File: config.mk
export PLATFORM = sky130hd
export DESIGN_NAME = pipeline_hazard_ctrl
export DESIGN_NICKNAME = d
export VERILOG_FILES = /design/src/rtl/pipeline_hazard_ctrl_pkg.sv /design/src/rtl/hazard_fwd_sel.sv /design/src/rtl/pipeline_hazard_ctrl.sv
export SDC_FILE = /design/constraint.sdc
export NUM_CORES = 1
export LEC_CHECK = 0
export ABC_AREA = 1
export CAP_MARGIN = 0
export CORE_MARGIN = 2
export CORE_UTILIZATION = 45
export CTS_BUF_LIST = sky130_fd_sc_hd__clkbuf_8
export CTS_CLUSTER_DIAMETER = 40
export DETAILED_ROUTE_END_ITERATION = 12
export DONT_BUFFER_PORTS = 1
export GPL_ROUTABILITY_DRIVEN = 1
export PLACE_DENSITY = 0.6
export SLEW_MARGIN = 20
export SYNTH_ARGS = -nofsm -noshare
export SYNTH_HDL_FRONTEND = slang
export SYNTH_SLANG_ARGS = --single-unit
File: constraint.sdc
create_clock -name clock -period 3.7 [get_ports clock]
set_clock_uncertainty 0.2 [all_clocks]
set_input_delay 0.555 -clock clock [delete_from_list [all_inputs] [get_ports clock]]
set_output_delay 0.555 -clock clock [all_outputs]
set_load 0.03 [all_outputs]
File: src/rtl/pipeline_hazard_ctrl_pkg.sv
// Shared pipeline control constants:
// operand mux selects, hazard FSM states, NOP.
package pipeline_hazard_ctrl_pkg;

  localparam logic [1:0] FWD_REG = 2'b00;
  localparam logic [1:0] FWD_WB  = 2'b01;
  localparam logic [1:0] FWD_MEM = 2'b10;

  localparam logic [1:0] ST_RUN        = 2'd0;
  localparam logic [1:0] ST_LOAD_STALL = 2'd1;
  localparam logic [1:0] ST_FLUSH      = 2'd2;
  localparam logic [1:0] ST_BUSY       = 2'd3;

  localparam logic [31:0] NOP_INSTR = 32'h0000_0013;

endpackage

File: src/rtl/hazard_fwd_sel.sv
// Single-operand forwarding select for
// the EX stage operand mux.
module hazard_fwd_sel
  import pipeline_hazard_ctrl_pkg::*;
#(
  parameter int RW      = 4,
  parameter int ZERO_EN = 0
) (
  input  logic [RW-1:0] srcId,
  input  logic          srcUsed,
  input  logic          exMemWr,
  input  logic          exMemLoad,
  input  logic [RW-1:0] exMemRd,
  input  logic          memWbWr,
  input  logic [RW-1:0] memWbRd,
  output logic [1:0]    fwdSel
);

  logic idOk;

  // Youngest producer wins; loads in MEM have no ALU result to forward
  always_comb begin
    idOk   = srcUsed && !((ZERO_EN != 0) && (srcId == '0));
    fwdSel = FWD_REG;
    if (idOk && exMemWr && !exMemLoad
        && (exMemRd == srcId))
      fwdSel = FWD_MEM;
    else if (idOk && memWbWr
             && (memWbRd == srcId))
      fwdSel = FWD_WB;
  end

endmodule

File: src/rtl/pipeline_hazard_ctrl.sv
// Hazard/forwarding controller: stalls, flushes,
// busy freeze, operand selects and stall counter.
module pipeline_hazard_ctrl
  import pipeline_hazard_ctrl_pkg::*;
#(
  parameter int REG_ADDR_W   = 4,
  parameter int LOAD_LATENCY = 1,
  parameter int BRANCH_FLUSH = 2,
  parameter int ZERO_REG_EN  = 0,
  parameter int STALL_CNT_W  = 16
) (
  input  logic                   clock,
  input  logic                   reset,
  input  logic [REG_ADDR_W-1:0]  if_id_regA,
  input  logic [REG_ADDR_W-1:0]  if_id_regB,
  input  logic                   if_id_useA,
  input  logic                   if_id_useB,
  input  logic                   id_ex_memRead,
  input  logic                   id_ex_regWrite,
  input  logic [REG_ADDR_W-1:0]  id_ex_rd,
  input  logic [REG_ADDR_W-1:0]  id_ex_regA,
  input  logic [REG_ADDR_W-1:0]  id_ex_regB,
  input  logic                   id_ex_useB,
  input  logic                   ex_mem_regWrite,
  input  logic                   ex_mem_memRead,
  input  logic [REG_ADDR_W-1:0]  ex_mem_rd,
  input  logic                   mem_wb_regWrite,
  input  logic [REG_ADDR_W-1:0]  mem_wb_rd,
  input  logic                   branch_taken,
  input  logic                   ex_busy,
  output logic [1:0]             forwardA,
  output logic [1:0]             forwardB,
  output logic                   enablePC,
  output logic                   if_id_enable,
  output logic                   id_ex_enable,
  output logic                   if_id_flush,
  output logic                   id_ex_bubble,
  output logic                   ex_mem_bubble,
  output logic [STALL_CNT_W-1:0] stall_cycles
);

  localparam int MAXC = (LOAD_LATENCY > BRANCH_FLUSH)
                      ? LOAD_LATENCY : BRANCH_FLUSH;
  localparam int CW   = $clog2(MAXC + 1);

  logic [1:0]    state;
  logic [1:0]    nextState;
  logic [CW-1:0] cnt;
  logic [CW-1:0] nextCnt;
  logic          armed;
  logic          loadUse;
  logic          rdLive;
  logic [1:0]    fwdA;
  logic [1:0]    fwdB;

  hazard_fwd_sel #(
    .RW      (REG_ADDR_W),
    .ZERO_EN (ZERO_REG_EN)
  ) uFwdA (
    .srcId     (id_ex_regA),
    .srcUsed   (1'b1),
    .exMemWr   (ex_mem_regWrite),
    .exMemLoad (ex_mem_memRead),
    .exMemRd   (ex_mem_rd),
    .memWbWr   (mem_wb_regWrite),
    .memWbRd   (mem_wb_rd),
    .fwdSel    (fwdA)
  );

  hazard_fwd_sel #(
    .RW      (REG_ADDR_W),
    .ZERO_EN (ZERO_REG_EN)
  ) uFwdB (
    .srcId     (id_ex_regB),
    .srcUsed   (id_ex_useB),
    .exMemWr   (ex_mem_regWrite),
    .exMemLoad (ex_mem_memRead),
    .exMemRd   (ex_mem_rd),
    .memWbWr   (mem_wb_regWrite),
    .memWbRd   (mem_wb_rd),
    .fwdSel    (fwdB)
  );

  // Operand selects held at regfile until the
  // first post-reset cycle has passed
  always_comb begin
    forwardA = armed ? fwdA : FWD_REG;
    forwardB = armed ? fwdB : FWD_REG;
  end

  // Load in EX whose result the ID instruction needs
  always_comb begin
    rdLive  = !((ZERO_REG_EN != 0)
                && (id_ex_rd == '0));
    loadUse = id_ex_memRead && id_ex_regWrite
           && rdLive
           && ((if_id_useA && (id_ex_rd == if_id_regA))
            || (if_id_useB && (id_ex_rd == if_id_regB)));
  end

  // Prioritised control: reset > busy > branch >
  // flush/stall sequence > new load-use > run
  always_comb begin
    nextState     = state;
    nextCnt       = cnt;
    enablePC      = 1'b1;
    if_id_enable  = 1'b1;
    id_ex_enable  = 1'b1;
    if_id_flush   = 1'b0;
    id_ex_bubble  = 1'b0;
    ex_mem_bubble = 1'b0;
    if (!armed) begin
      enablePC      = 1'b0;
      if_id_enable  = 1'b0;
      id_ex_enable  = 1'b0;
      if_id_flush   = 1'b1;
      id_ex_bubble  = 1'b1;
      ex_mem_bubble = 1'b1;
      nextState     = ST_RUN;
      nextCnt       = '0;
    end else if (ex_busy) begin
      enablePC      = 1'b0;
      if_id_enable  = 1'b0;
      id_ex_enable  = 1'b0;
      ex_mem_bubble = 1'b1;
      nextState     = ST_BUSY;
      nextCnt       = '0;
    end else if (branch_taken) begin
      if_id_flush  = 1'b1;
      id_ex_bubble = 1'b1;
      if (BRANCH_FLUSH > 2) begin
        nextState = ST_FLUSH;
        nextCnt   = CW'(BRANCH_FLUSH - 2);
      end else begin
        nextState = ST_RUN;
        nextCnt   = '0;
      end
    end else if (state == ST_FLUSH) begin
      if_id_flush = 1'b1;
      if (cnt <= CW'(1)) begin
        nextState = ST_RUN;
        nextCnt   = '0;
      end else begin
        nextCnt = cnt - CW'(1);
      end
    end else if (state == ST_LOAD_STALL) begin
      enablePC     = 1'b0;
      if_id_enable = 1'b0;
      id_ex_bubble = 1'b1;
      if (cnt <= CW'(1)) begin
        nextState = ST_RUN;
        nextCnt   = '0;
      end else begin
        nextCnt = cnt - CW'(1);
      end
    end else if (loadUse) begin
      enablePC     = 1'b0;
      if_id_enable = 1'b0;
      id_ex_bubble = 1'b1;
      if (LOAD_LATENCY > 1) begin
        nextState = ST_LOAD_STALL;
        nextCnt   = CW'(LOAD_LATENCY - 1);
      end else begin
        nextState = ST_RUN;
        nextCnt   = '0;
      end
    end else begin
      nextState = ST_RUN;
      nextCnt   = '0;
    end
  end

  // FSM state, sequence counter and post-reset arm flag
  always_ff @(posedge clock or negedge reset) begin
    if (!reset) begin
      state <= ST_RUN;
      cnt   <= '0;
      armed <= 1'b0;
    end else begin
      state <= nextState;
      cnt   <= nextCnt;
      armed <= 1'b1;
    end
  end

  // Saturating count of cycles with the PC frozen
  always_ff @(posedge clock or negedge reset) begin
    if (!reset)
      stall_cycles <= '0;
    else if (armed && !enablePC
             && (stall_cycles != '1))
      stall_cycles <= stall_cycles
                    + STALL_CNT_W'(1);
  end

endmodule

; After elaboration in Yosys (flattened, before gate mapping)
; Index checks and enable logic that the tools add are counted.
; W data, S select, Z words.
[classes]
mux = 38
add_sub_neg = 2
reduce_logical = 17
order_cmp = 1
eq_ne = 9
[ops]
columns = cell, n
row1 = $mux W2, 16
row2 = $eq A4 B4 Y1, 6
row3 = $mux W1, 22
row4 = $add A16 B1 Y16 const B, 1
row5 = $ne A16 B16 Y1 const B, 1
row6 = $logic_and A1 B1 Y1, 14
row7 = $eq A2 B1 Y1 const B, 1
row8 = $eq A2 B2 Y1 const B, 1
row9 = $le A2 B1 Y1 const B, 1
row10 = $logic_not A1 Y1, 2
row11 = $sub A2 B1 Y2 const B, 1
row12 = $logic_or A1 B1 Y1, 1
[word_totals]
output_inout_bits = 26
wordCells = 71
register_bits = 21
inputBits = 40

; Longest topological paths before layout
; Gate-level depths: netlist (run 1).
[depth]
ltp_word = 13
depth_mapped = 14
depth_no_buf = 13

; Modules after synthesis
; From an unflattened synthesis (run 1), not the netlist that was laid out.
[hier_totals]
cells_unflattened = 293
area_unflattened_um2 = 1774.2
[by_module_without_submodules]
columns = module, cells_per_inst, area_per_inst_um2, instances, seq_area_each_um2
row1 = pipeline_hazard_ctrl, 207, 1438.9, 1, 525.5
row2 = hazard_fwd_sel, 43, 167.7, 2, 0.0

; Worst setup path after synthesis (run 1)
; OpenSTA, ideal clock, no wires.
[synth_timing]
kind = input port to output port
startpoint = input port id_ex_rd[3]
endpoint = output port if_id_enable
required_time_ns = 2.945
cell_stages = 13
path_buffers = 2
setup_slack_ns = 0.993
arrival_ns = 1.952
path_cell_list = inv_1 > nand2_1 > o21ai_1 > inv_1 > nand3_1 > nand2_1 > nand2_1 > nand2_1 > nand2_1 > nand2_2 > buf_2 > nor2_1 > buf_4
[synth_via]
elab_chain_cells = 10
word_cells_on_any_way = 12
cone_classes = 2 x eq/ne / 6 x mux / 4 x reduce/logical
[synth_lines]
columns = element, line
row1 = start: declaration, pipeline_hazard_ctrl.sv:20  ; input logic [REG_ADDR_W-1:0] id_ex_rd,
row2 = $eq A4 B4 Y1 (on tied branches), "pipeline_hazard_ctrl.sv:97, pipeline_hazard_ctrl.sv:98"
row3 = $logic_and A1 B1 Y1 (on tied branches), "pipeline_hazard_ctrl.sv:97, pipeline_hazard_ctrl.sv:98"
row4 = $logic_or A1 B1 Y1 *, pipeline_hazard_ctrl.sv:98  ; || (if_id_useB && (id_ex_rd == if_id_regB)));
row5 = $logic_and A1 B1 Y1 *, pipeline_hazard_ctrl.sv:97  ; && ((if_id_useA && (id_ex_rd == if_id_regA))
row6 = $mux W1 * (6 in a row), --
row7 = end: declaration, pipeline_hazard_ctrl.sv:34  ; output logic if_id_enable,
; Every way passes the cells marked *; elsewhere a longest branch is shown, timed or not.

; Final worst setup path (run 1)
[layout_timing]
startpoint = register armed
endpoint = output port forwardB[0]
[layout_via]
elab_chain_cells = 1
[layout_lines]
columns = element, line
row1 = start: declaration, pipeline_hazard_ctrl.sv:50  ; logic armed;
row2 = start signal: assignment, pipeline_hazard_ctrl.sv:178  ; armed <= 1'b0;
row3 = start signal: assignment, pipeline_hazard_ctrl.sv:182  ; armed <= 1'b1;
row4 = $mux W2, pipeline_hazard_ctrl.sv:88  ; forwardB = armed ? fwdB : FWD_REG;
row5 = end: declaration, pipeline_hazard_ctrl.sv:32  ; output logic [1:0] forwardB,
; Every way passes these cells.

==> run summary, run 1 <==
The shortest clock period the worst path allows after layout is 2.62 ns. The tools report the launch point of the worst reg-to-reg path as stall_cycles[0]. Setup repair after global routing left no endpoint under its margin. TritonCTS built the clock tree. For the wire length reported by the detailed router, the log shows 3.36 mm.

The tree is rooted in a sky130_fd_sc_hd__clkbuf_8. The delay of the slowest cell on the worst path is 0.45 ns. After routing the design area is 0.00175 mm^2. STA puts the critical path data required time at 2.94 ns. The kind of path behind the tightest hold check is in2reg.

The initialized floorplan defines 22 standard-cell rows. Once the floorplan was initialized, standard cells occupied 46.1% of the core. The tightest hold path in the finished design has a slack of 0.167 ns. The count of different cell masters after synthesis was 31. STA puts the critical path data arrival time at 1.87 ns.

The logs give 6.08 mm for the wire length of the first global-routing pass and 23 for the pin count of the biggest net entering global routing. Synthesis handed over a netlist of 248 instances. The slowest cell on the critical path was sky130_fd_sc_hd__nor2_1. Later-pin clock latency in the skew report: 0.25 ns. The tools report the number of inserted diodes as 0.

Peak supply drop: 0.122 mV. After detailed placement, the design holds a cell count of 291. The number of buffer and inverter instances along the worst setup path is 1, and the width of the die is 64.8 um. The tree built by TritonCTS fans out to 21 sinks.

The number of buffers added by the clock tree synthesis step is 3, and the half-perimeter wire length of the detailed placement result is 2.70 mm. For the total routing resource utilization after global routing, the log shows 17.8%. No sink is reached through more buffers than the 2 on the longest clock path.

For the initial antenna violation count, the log shows 0. Of the post-synthesis cell area, the dominant cell type holds 31.6%. The standby leakage power is 0.871 nW.

The tools report the H-tree depth reported by CTS as 1. Leaving out fill and tap cells, the most frequent cells in the layout are sky130_fd_sc_hd__nand2_1 (71), sky130_fd_sc_hd__inv_1 (34), sky130_fd_sc_hd__nor2_1 (25), sky130_fd_sc_hd__dfrtp_1 (21), sky130_fd_sc_hd__nand4_1 (19). The most critical setup path has its startpoint at armed.

The region available for standard cell placement spans 0.00361 mm^2. The logs give 0.00166 mm^2 for the synthesized cell area and 59 for the starting DRC count in detailed routing. In the final layout, the share of cells above drive strength 1 is 6.85%. The layout-stage area growth over the synthesis result was 5.42%; the final instance count without filler cells was 296.

When the netlist entered floorplanning its net count stood at 289. The logs give 0.00170 mm^2 for the placed instance area and 0.582 mW for the total power draw. For the max-slew violation count, the log shows 0. Once the clock tree was built, the setup fixing pass inserted 0 buffers. The tools report the sequential cell area fraction in the yosys report as 31.6%. The run gives 0 as the total congestion overflow. The clock transition at the register clock pins on the worst setup and hold paths after CTS is 0.07 ns, and the worst-path maximum fanout is 22. The tools report the beginning of the worst hold path as branch_taken. Broken down by cell family, the worst path's largest delay share belongs to simple AND/OR/NAND/NOR gates. After synthesis, the cell types taking the most area are sky130_fd_sc_hd__dfrtp_1 (32%), sky130_fd_sc_hd__nand2_1 (16%), sky130_fd_sc_hd__inv_1 (7.4%). Setup violation total in the final timing report: 0. The share of the clock period used by the worst path is 70.9%, and the total power density per cell area is 332 mW/mm^2.

The Yosys step of the flow raised 0 warnings. The logs give 0 for the count of final hold-check violations and 4 for the number of iterations in the first detailed-routing pass. The via density per instance is 5.08. The die covers 0.00420 mm^2. Once detail routing completed, the nets flagged for antenna violations numbered 0. For the peak clock frequency supported by timing, the log shows 0.381 GHz. For the residual DRC count, the log shows 0. Most common cell after layout, fill and taps aside: sky130_fd_sc_hd__nand2_1. Synthesis inferred 21 register bits. The critical path goes through buf_4 > nand2_1 > a211oi_1 > nand4_1 > nor2_1. The number of global-route vias before repair was 1,465; the vertical die dimension was 64.8 um.

For the pin with the worst max-slew slack, the measured transition is 0.933 ns. Pin placement for this block handled 66 I/O pins. During placement, the flow inserted port buffers numbering 0. STA classifies the critical path startpoint as a flip-flop.

Across the run, the number of max-cap violations was 0. The worst pin sits at a relative slew slack of 37.6%. The critical path is of the reg2out type. The biggest area contributor in the post-synthesis netlist is sky130_fd_sc_hd__dfrtp_1.

After routing, the total negative slack on setup checks comes to 0 ns. For this block, the via count after detailed routing is 1,503. The run finished with clean final reports. The tools report the last weighted congestion value of the routability-driven placer as 0.860. The final net count was 290; the mean routed wirelength per cell was 11.3 um. Dividing the synthesized area by the synthesized cell count gives 6.71 um^2. STA classifies the critical path endpoint as a primary output.
==> registers in the layout (all words and copies together), names as in the netlist <==
name / count
cnt: 2
armed: 1
stall_cycles: 16
state: 2
==> routing by layer <==
layer	global-route usage, %	vias to the layer above	wire length, um
met5	0	-	0
met4	5.59	0	0
met3	5.21	0	206
met2	30.8	33	1580
met1	21.2	673	1570
li1	-	797	-
==> final timing paths <==
kind                                          to  slack [ns]  depth (start not counted)
worst max-delay path                 forwardB[0]        1.08                          5
worst min-delay path                      cnt[0]        0.17                          1
worst max register to register  stall_cycles[10]        1.60                          8
worst min register to register            cnt[0]        0.23                          1
max in group asynchronous       stall_cycles[14]        2.05                          1
min in group asynchronous                 cnt[1]        0.69                          1
==> layout make-up <==
class	instances	area (um^2)
Fill cell	383	1850
Multi-Input combinational cell	183	955
Sequential cell	21	526
Inverter	36	135
Tap cell	48	60.1
Clock buffer	3	41.3
Timing Repair Buffer	4	32.5
Clock inverter	1	3.75
==> repair_timing <==
action	in CTS	in global routing
hold buffers	1	0
resized for setup	0	0
hold endpoints to repair	21	0
==> report_power, final <==
part	total, mW	internal, mW	switching [mW]	leakage, nW
Clock	0.142	0.0737	0.0685	0.0269
Sequential	0.326	0.250	0.0755	0.284
Combinational	0.114	0.0461	0.0678	0.561
==> kinds of logic (layout without fill, tap and decap cells) <==
group	Yosys count	count (layout)	share of synthesized area, %
compound gates	15	15	5.34
xor+xnor	20	20	10.5
fa+ha+maj	1	1	0.752
buf+inv	44	44	11.0
flops	21	21	31.6
other cells	1	1	0.226
simple gates	146	146	40.6
==> cells in the mapped netlist <==
| cell | number |
|---|---|
| sky130_fd_sc_hd__nand4_2 | 1 |
| sky130_fd_sc_hd__o21ai_0 | 5 |
| sky130_fd_sc_hd__nor4_1 | 2 |
| sky130_fd_sc_hd__conb_1 | 1 |
| sky130_fd_sc_hd__a21oi_1 | 4 |
| sky130_fd_sc_hd__nand3_2 | 1 |
| sky130_fd_sc_hd__inv_1 | 33 |
| sky130_fd_sc_hd__dfrtp_1 | 21 |
| sky130_fd_sc_hd__xnor2_1 | 11 |
| sky130_fd_sc_hd__nor2_1 | 25 |
| sky130_fd_sc_hd__o2111ai_1 | 1 |
| sky130_fd_sc_hd__nand3_1 | 16 |
| sky130_fd_sc_hd__nand2_1 | 71 |
| sky130_fd_sc_hd__nor3_2 | 2 |
| sky130_fd_sc_hd__a211oi_1 | 2 |
| sky130_fd_sc_hd__a221oi_1 | 1 |
| sky130_fd_sc_hd__buf_4 | 2 |
| sky130_fd_sc_hd__nor3b_1 | 1 |
| sky130_fd_sc_hd__buf_2 | 2 |
| sky130_fd_sc_hd__nor2_2 | 1 |
| sky130_fd_sc_hd__o21ai_1 | 1 |
| sky130_fd_sc_hd__buf_6 | 1 |
| sky130_fd_sc_hd__nand2b_4 | 1 |
| sky130_fd_sc_hd__nand2_2 | 2 |
| sky130_fd_sc_hd__inv_2 | 3 |
| sky130_fd_sc_hd__clkbuf_1 | 3 |
| sky130_fd_sc_hd__nand4_1 | 19 |
| sky130_fd_sc_hd__o22ai_1 | 1 |
| sky130_fd_sc_hd__nor3_1 | 4 |
| sky130_fd_sc_hd__xor2_1 | 9 |
| sky130_fd_sc_hd__ha_1 | 1 |
==> per-stage QoR <==
stage | utilization [%] | setup WS, ns
detailed placement | 47.1 | 1.23
global placement | 47.1 | 1.24
floorplan | - | 0.993
CTS | 48.6 | 1.04
global route | 48.6 | 0.896
finish | 48.6 | 1.08
Power figures use the tool's default switching activity.
==> inputs of run 2 (changes only) <==
clock period = 2.6 ns   (was 3.7 ns; I/O delays follow)
==> run summary, run 2 (synthesis results as in run 1) <==
The most critical setup path has its endpoint at enablePC. The logs give 0.00176 mm^2 (+3.5%) for the placed instance area and 22 (unchanged) for the standard-cell row count. The final net count is 300 (+3.4%), and the flip-flop count of the largest register after layout is 16 (unchanged). The layout cell share with drive strength beyond 1 was 10.5% (+3.6 points); the total via count in the routed design was 1,567 (+4.3%). The placeable core area was 0.00361 mm^2 (unchanged). The pin count of the biggest net entering global routing came out at 25 (+8.7%). The via density per instance is 5.12 (+0.85%), and the vertical die dimension is 64.8 um (unchanged). In the finished design, the share of the clock period the worst path needs comes to 80.2%. The clock transition at the register clock pins on the worst setup and hold paths after CTS works out to 0.07 ns (about the same). For the post-CTS repair timing setup buffer count, the log shows 0 (unchanged). Leaving out fill and tap cells, the most frequent cell in the layout is sky130_fd_sc_hd__nand2_1.

The sort of element at the end of the critical path is a primary output. The run gives 66 (unchanged) as the number of I/O pins. The peak supply drop was 0.251 mV (+110%); the last weighted congestion value of the routability-driven placer was 0.898 (+4.5%). In the layout the commonest cells are sky130_fd_sc_hd__nand2_1 (71), sky130_fd_sc_hd__inv_1 (33), sky130_fd_sc_hd__nor2_1 (25), sky130_fd_sc_hd__dfrtp_1 (21), sky130_fd_sc_hd__nand4_1 (19). The number of nets with antenna violations after routing is 0 (unchanged).

The critical path in this run is classified as reg2out. The logs give 0.919 nW (+5.5%) for the standby leakage power and 0 (unchanged) for the number of violations of the max-capacitance limit. The layout-stage area growth over the synthesis result came out at 10.0%. The H-tree depth reported by CTS is 1 (unchanged), and the width of the die is 64.8 um (unchanged).

The count of buffers from port buffering works out to 0 (unchanged). The cell sitting at the root of the clock tree is a sky130_fd_sc_hd__clkbuf_8. The half-perimeter wire length of the detailed placement result is 2.75 mm (+1.9%), and the number of cells on the worst reg-to-reg path is 7 (-1). Mean routed wirelength per cell: 11.5 um (+1.1%). The sum of negative setup slack came out at 0 ns (unchanged). The later-pin clock latency in the skew report was 0.26 ns (about the same). The path class of the tightest hold or removal check is in2reg. The starting DRC count in detailed routing was 54 (-8.5%). The logs give 3 (unchanged) for the number of buffers added by the clock tree synthesis step and 2.01 ns (-0.93 ns) for the critical path data required time. For the number of global-route vias before repair, the log shows 1,523 (+4.0%).

The logs give 21 (unchanged) for the number of clock sinks and 0 (unchanged) for the number of inserted diodes. Number of iterations in the first detailed-routing pass: 4 (unchanged). The worst register-to-register path begins at stall_cycles[8]. The setup violation total in the final timing report was 0 (unchanged). For the total congestion overflow, the log shows 0 (unchanged). The worst-path maximum fanout was 4 (-82%); the buffer depth of the longest clock path was 2 (unchanged). The full die area came out at 0.00420 mm^2 (unchanged). The worst register-to-register path ends at stall_cycles[8].

The logs give 0 (unchanged) for the residual DRC count and 0 (unchanged) for the count of final hold-check violations. The startpoint of the most critical setup path is state[0]. Total placed cells including tap cells: 299 (+2.7%). For the total routing resource utilization after global routing, the log shows 18.6% (+0.83 points). The post-cts resize count is 0 (unchanged), and the effective utilization at floorplan is 46.1% (unchanged). The clock period could shrink to 2.09 ns.

The max-slew violation count came out at 0 (unchanged). Static timing analysis puts the maximum clock frequency at 0.479 GHz. TritonCTS built the clock tree. The register with the most flip-flops in the final layout is stall_cycles. The flow ran to the end, and the final reports show no timing, DRC or antenna violations. The number of hold buffers added after cts came out at 2 (+1). The wire length of the first global-routing pass came out at 6.31 mm (+3.9%). The initial antenna violation count was 0 (unchanged).

The tools report the number of filler instances in the final layout as 355 (-7.3%). The worst setup path is launched from a flip-flop. The tools report the reg2reg setup slack as 0.56 ns (-1.04 ns). Setup repair after global routing left no endpoint under its margin. The logs give 1.50 ns (-0.37 ns) for the data arrival time of the critical path and 306 (+3.4%) for the final instance count without filler cells. The total power density per cell area was 469 mW/mm^2 (+41%); the design area was 0.00183 mm^2 (+4.4%).

The largest registers in the layout are stall_cycles (16), cnt (2), state (2). For the wire length reported by the detailed router, the log shows 3.51 mm (+4.5%).
run 2: cell types whose count changed in the layout (fill, tap and decap cells not counted), sizes merged:
cell         delta
buf             +9
clkinv          +1
dlygate4sd3     +1
inv             -1
run 2: layer usage:
| metal | vias to the layer above | routed length [um] | track usage (%) |
|---|---|---|---|
| met4 | 0 | 42 | 5.59 |
| met2 | 51 | 1630 | 32.9 |
| met3 | 4 | 263 | 3.99 |
| li1 | 819 | - | - |
| met5 | - | 0 | 0 |
| met1 | 693 | 1570 | 22.6 |
run 2: how the worst min path moves through the flow:
stage                     startpoint     end  slack [ns]  cells past startpoint
after floorplan                reset   armed       -0.11                      0
after global placement         reset   armed       -0.10                      0
after detailed placement       reset   armed       -0.10                      0
after CTS                    ex_busy  cnt[0]        0.11                      3
after global routing         ex_busy  cnt[0]        0.14                      3
final                        ex_busy  cnt[0]        0.11                      3
run 2: where the power goes:
group	switching, mW	internal, mW	total, mW
sequential	0.0763	0.357	0.433
combinational	0.131	0.0833	0.215
clock	0.104	0.107	0.211
run 2: final cells by class:
type / count / area (um^2) / area share (%)
multi-input cells: 183 / 955 / 52.2
flip-flops and latches: 21 / 526 / 28.7
inverters: 36 / 135 / 7.39
repair buffers: 14 / 108 / 5.88
well taps: 48 / 60.1 / 3.28
clock buffers: 3 / 41.3 / 2.26
clock inverters: 1 / 5.00 / 0.274
run 2: per-stage QoR:
stage	power, mW	setup WS [ns]	hold WS, ns	util (%)
final	0.858	0.514	0.110	50.7
after global placement	0.643	0.582	-0.105	48.8
after CTS	0.869	0.487	0.108	50.6
after global routing	0.923	0.257	0.136	50.7
after detailed placement	0.647	0.570	-0.105	48.8
after floorplan	0.600	0.223	-0.106	-
run 2: worst max-delay path, stage by stage, from the launching register on:
cell	delay, ns
sky130_fd_sc_hd__dfrtp_1	0.38
sky130_fd_sc_hd__nor2_1	0.22
sky130_fd_sc_hd__nor2_1	0.07
sky130_fd_sc_hd__nand2_1	0.07
sky130_fd_sc_hd__nand2_1	0.05
sky130_fd_sc_hd__nand2_1	0.07
sky130_fd_sc_hd__nand2_2	0.07
sky130_fd_sc_hd__nor2_1	0.10
sky130_fd_sc_hd__buf_4	0.22
==> inputs of run 3 (changes only) <==
clock period = 2.1 ns   (was 2.6 ns; I/O delays follow)
==> run summary, run 3 (synthesis results as in run 1) <==
The worst-path maximum fanout is 24 (+20), and the standard-cell row count is 22 (unchanged). The tools report the wire length reported by the detailed router as 3.69 mm (+5.2%). Kind of path behind the tightest hold check: in2reg.

Signal routing reaches up to met4. Total via count in the routed design: 1,633 (+4.2%). The tools report the residual DRC count as 0 (unchanged).

The vertical die dimension was 64.8 um (unchanged); the placeable core area was 0.00361 mm^2 (unchanged). The wire length of the first global-routing pass is 6.42 mm (+1.7%). The full die area was 0.00420 mm^2 (unchanged). Among the stages of the critical path, the cell type that occurs most often is sky130_fd_sc_hd__inv_1.

The most common cell after layout, fill and taps aside was sky130_fd_sc_hd__nand2_1. The number of clock sinks came out at 21 (unchanged). Later-pin clock latency in the skew report: 0.26 ns (about the same).

The width of the die was 64.8 um (unchanged); the number of filler instances in the final layout was 370 (+4.2%). Wire length on met3: 247 um (-6.1%). The data arrival time of the critical path came out at 1.43 ns (-0.07 ns). The number of buffers added by the clock tree synthesis step was 3 (unchanged); the layout cell share with drive strength beyond 1 was 16.1% (+5.7 points).

The top cell types in the final layout, fill and taps aside, are sky130_fd_sc_hd__nand2_1 (71), sky130_fd_sc_hd__inv_1 (33), sky130_fd_sc_hd__buf_4 (25), sky130_fd_sc_hd__nor2_1 (23), sky130_fd_sc_hd__dfrtp_1 (21). STA classifies the critical path startpoint as a flip-flop. The number of nets with antenna violations after routing was 0 (unchanged).

TritonCTS built the clock tree. The tools report the number of I/O pins as 66 (unchanged). For the pin with the worst max-slew slack, the measured transition is 0.935 ns. The final instance count without filler cells came out at 321 (+4.9%). The final net count is 315 (+5.0%), and the via density per instance is 5.09 (-0.66%).

The final hold slack came out at 0.0536 ns (-0.0559 ns). The starting DRC count in detailed routing came out at 76 (+41%). The sum of negative setup slack is 0 ns (unchanged), and the critical path data required time is 1.58 ns (-0.43 ns). Setup repair after global routing left no endpoint under its margin. The signal on the critical path passes through buf_6 > inv_1 > nor2_1 > inv_1 > buf_4. The tools report the total power draw as 1.13 mW (+31%).

Number of iterations in the first detailed-routing pass: 4 (unchanged). The run gives 19.0% (+0.35 points) as the total routing resource utilization after global routing. The number of violations of the max-capacitance limit was 0 (unchanged).

The critical path in this run is classified as reg2out. For the last weighted congestion value of the routability-driven placer, the log shows 0.784 (-13%). The run gives 46.1% (unchanged) as the effective utilization at floorplan. The mean routed wirelength per cell was 11.5 um (+0.27%); the standby leakage power was 1.01 nW (+9.6%). The run finished with clean final reports.

The register with the most flip-flops in the final layout is stall_cycles. For the peak supply drop, the log shows 0.326 mV (+30%). The number of global-route vias before repair was 1,516 (-0.46%); the max-slew violation count was 0 (unchanged).

The placed instance area is 0.00187 mm^2 (+6.4%). The worst pin sits at a relative slew slack of 37.4%. The delay of the slowest cell on the worst path was 0.37 ns (about the same); the clock transition at the register clock pins on the worst setup and hold paths after CTS was 0.07 ns (about the same).

The layout-stage area growth over the synthesis result was 19.1%. Pin count of the biggest net entering global routing: 25 (unchanged). The worst setup path is captured at a primary output. The setup violation total in the final timing report was 0 (unchanged); the buffer depth of the longest clock path was 2 (unchanged). The number of inserted diodes came out at 0 (unchanged). The total placed cells including tap cells is 312 (+4.3%), and the peak clock frequency supported by timing is 0.515 GHz. The tree is rooted in a sky130_fd_sc_hd__clkbuf_8.

The total power density per cell area was 570 mW/mm^2 (+21%). The half-perimeter wire length of the detailed placement result came out at 2.88 mm (+4.8%). The shortest clock period the worst path allows after layout works out to 1.94 ns. The design area was 0.00198 mm^2 (+8.3%); the flip-flop count of the largest register after layout was 16 (unchanged).

The routed metal-1 wire length is 1.68 mm (+6.9%). The slowest cell on the critical path is sky130_fd_sc_hd__dfrtp_1. The tools report the H-tree depth reported by CTS as 1 (unchanged). For the routed length on met2, the log shows 1.73 mm (+6.3%).

The total congestion overflow was 0 (unchanged). Of the available clock period, the critical path in the final layout requires 92.5%. The initial antenna violation count is 0 (unchanged).

The count of final hold-check violations was 0 (unchanged). Count of buffers from port buffering: 0 (unchanged). The largest registers in the layout are stall_cycles (16), cnt (2), state (2).
-- run 3: worst paths after layout --
| kind | cells after the start | from | to | slack, ns |
|---|---|---|---|---|
| worst max register to register | 8 | stall_cycles[0] | stall_cycles[14] | 0.19 |
| worst min register to register | 1 | cnt[0] | cnt[0] | 0.25 |
| worst min-delay path | 3 | ex_busy | cnt[0] | 0.05 |
| min in group asynchronous | 1 | reset | stall_cycles[13] | 0.44 |
| max in group asynchronous | 1 | reset | stall_cycles[7] | 0.69 |
| worst max-delay path | 5 | armed | ex_mem_bubble | 0.16 |
-- run 3: power breakdown --
part           switching (mW)  total, mW  internal [mW]
Combinational           0.234      0.385          0.151
Clock                   0.133      0.266          0.132
Sequential             0.0351      0.478          0.443
Total                   0.403       1.13          0.726
-- run 3: layout make-up --
cell class	count	area, um^2	share of cell area (%)
well taps	48	60.1	3.03
inverters	36	135	6.82
clock buffers	3	41.3	2.08
flip-flops and latches	21	526	26.5
clock inverters	1	5.00	0.253
multi-input cells	183	975	49.2
repair buffers	29	239	12.1
-- run 3: metrics by stage --
| step | worst slack (ns) | util [%] |
|---|---|---|
| floorplan | 0.0134 | - |
| global placement | 0.247 | 51.9 |
| detailed placement | 0.187 | 51.9 |
| CTS | 0.00365 | 53.8 |
| global route | 0.0242 | 54.9 |
| finish | 0.157 | 54.9 |
-- run 3: critical path, delay by kind of cell (launching register included) --
kind | cells | cell delay [ns]
and+or+nand+nor | 1 | 0.15
buffers and inverters | 4 | 0.64
DFF | 1 | 0.37
-- run 3: layer usage --
| metal | track usage (%) | vias to the layer above |
|---|---|---|
| met5 | 0 | - |
| met4 | 3.99 | 0 |
| met3 | 3.99 | 4 |
| met2 | 31.7 | 45 |
| met1 | 25.4 | 738 |
| li1 | - | 846 |
-- run 3: repair_timing --
item                                   4_1_cts  5_1_grt
pin swaps                                    0        1
setup endpoints to repair                    2        3
setup buffers                                0        3
hold buffers                                 2        0
gates resized for setup                      1        4
endpoints found under the hold margin       22        0
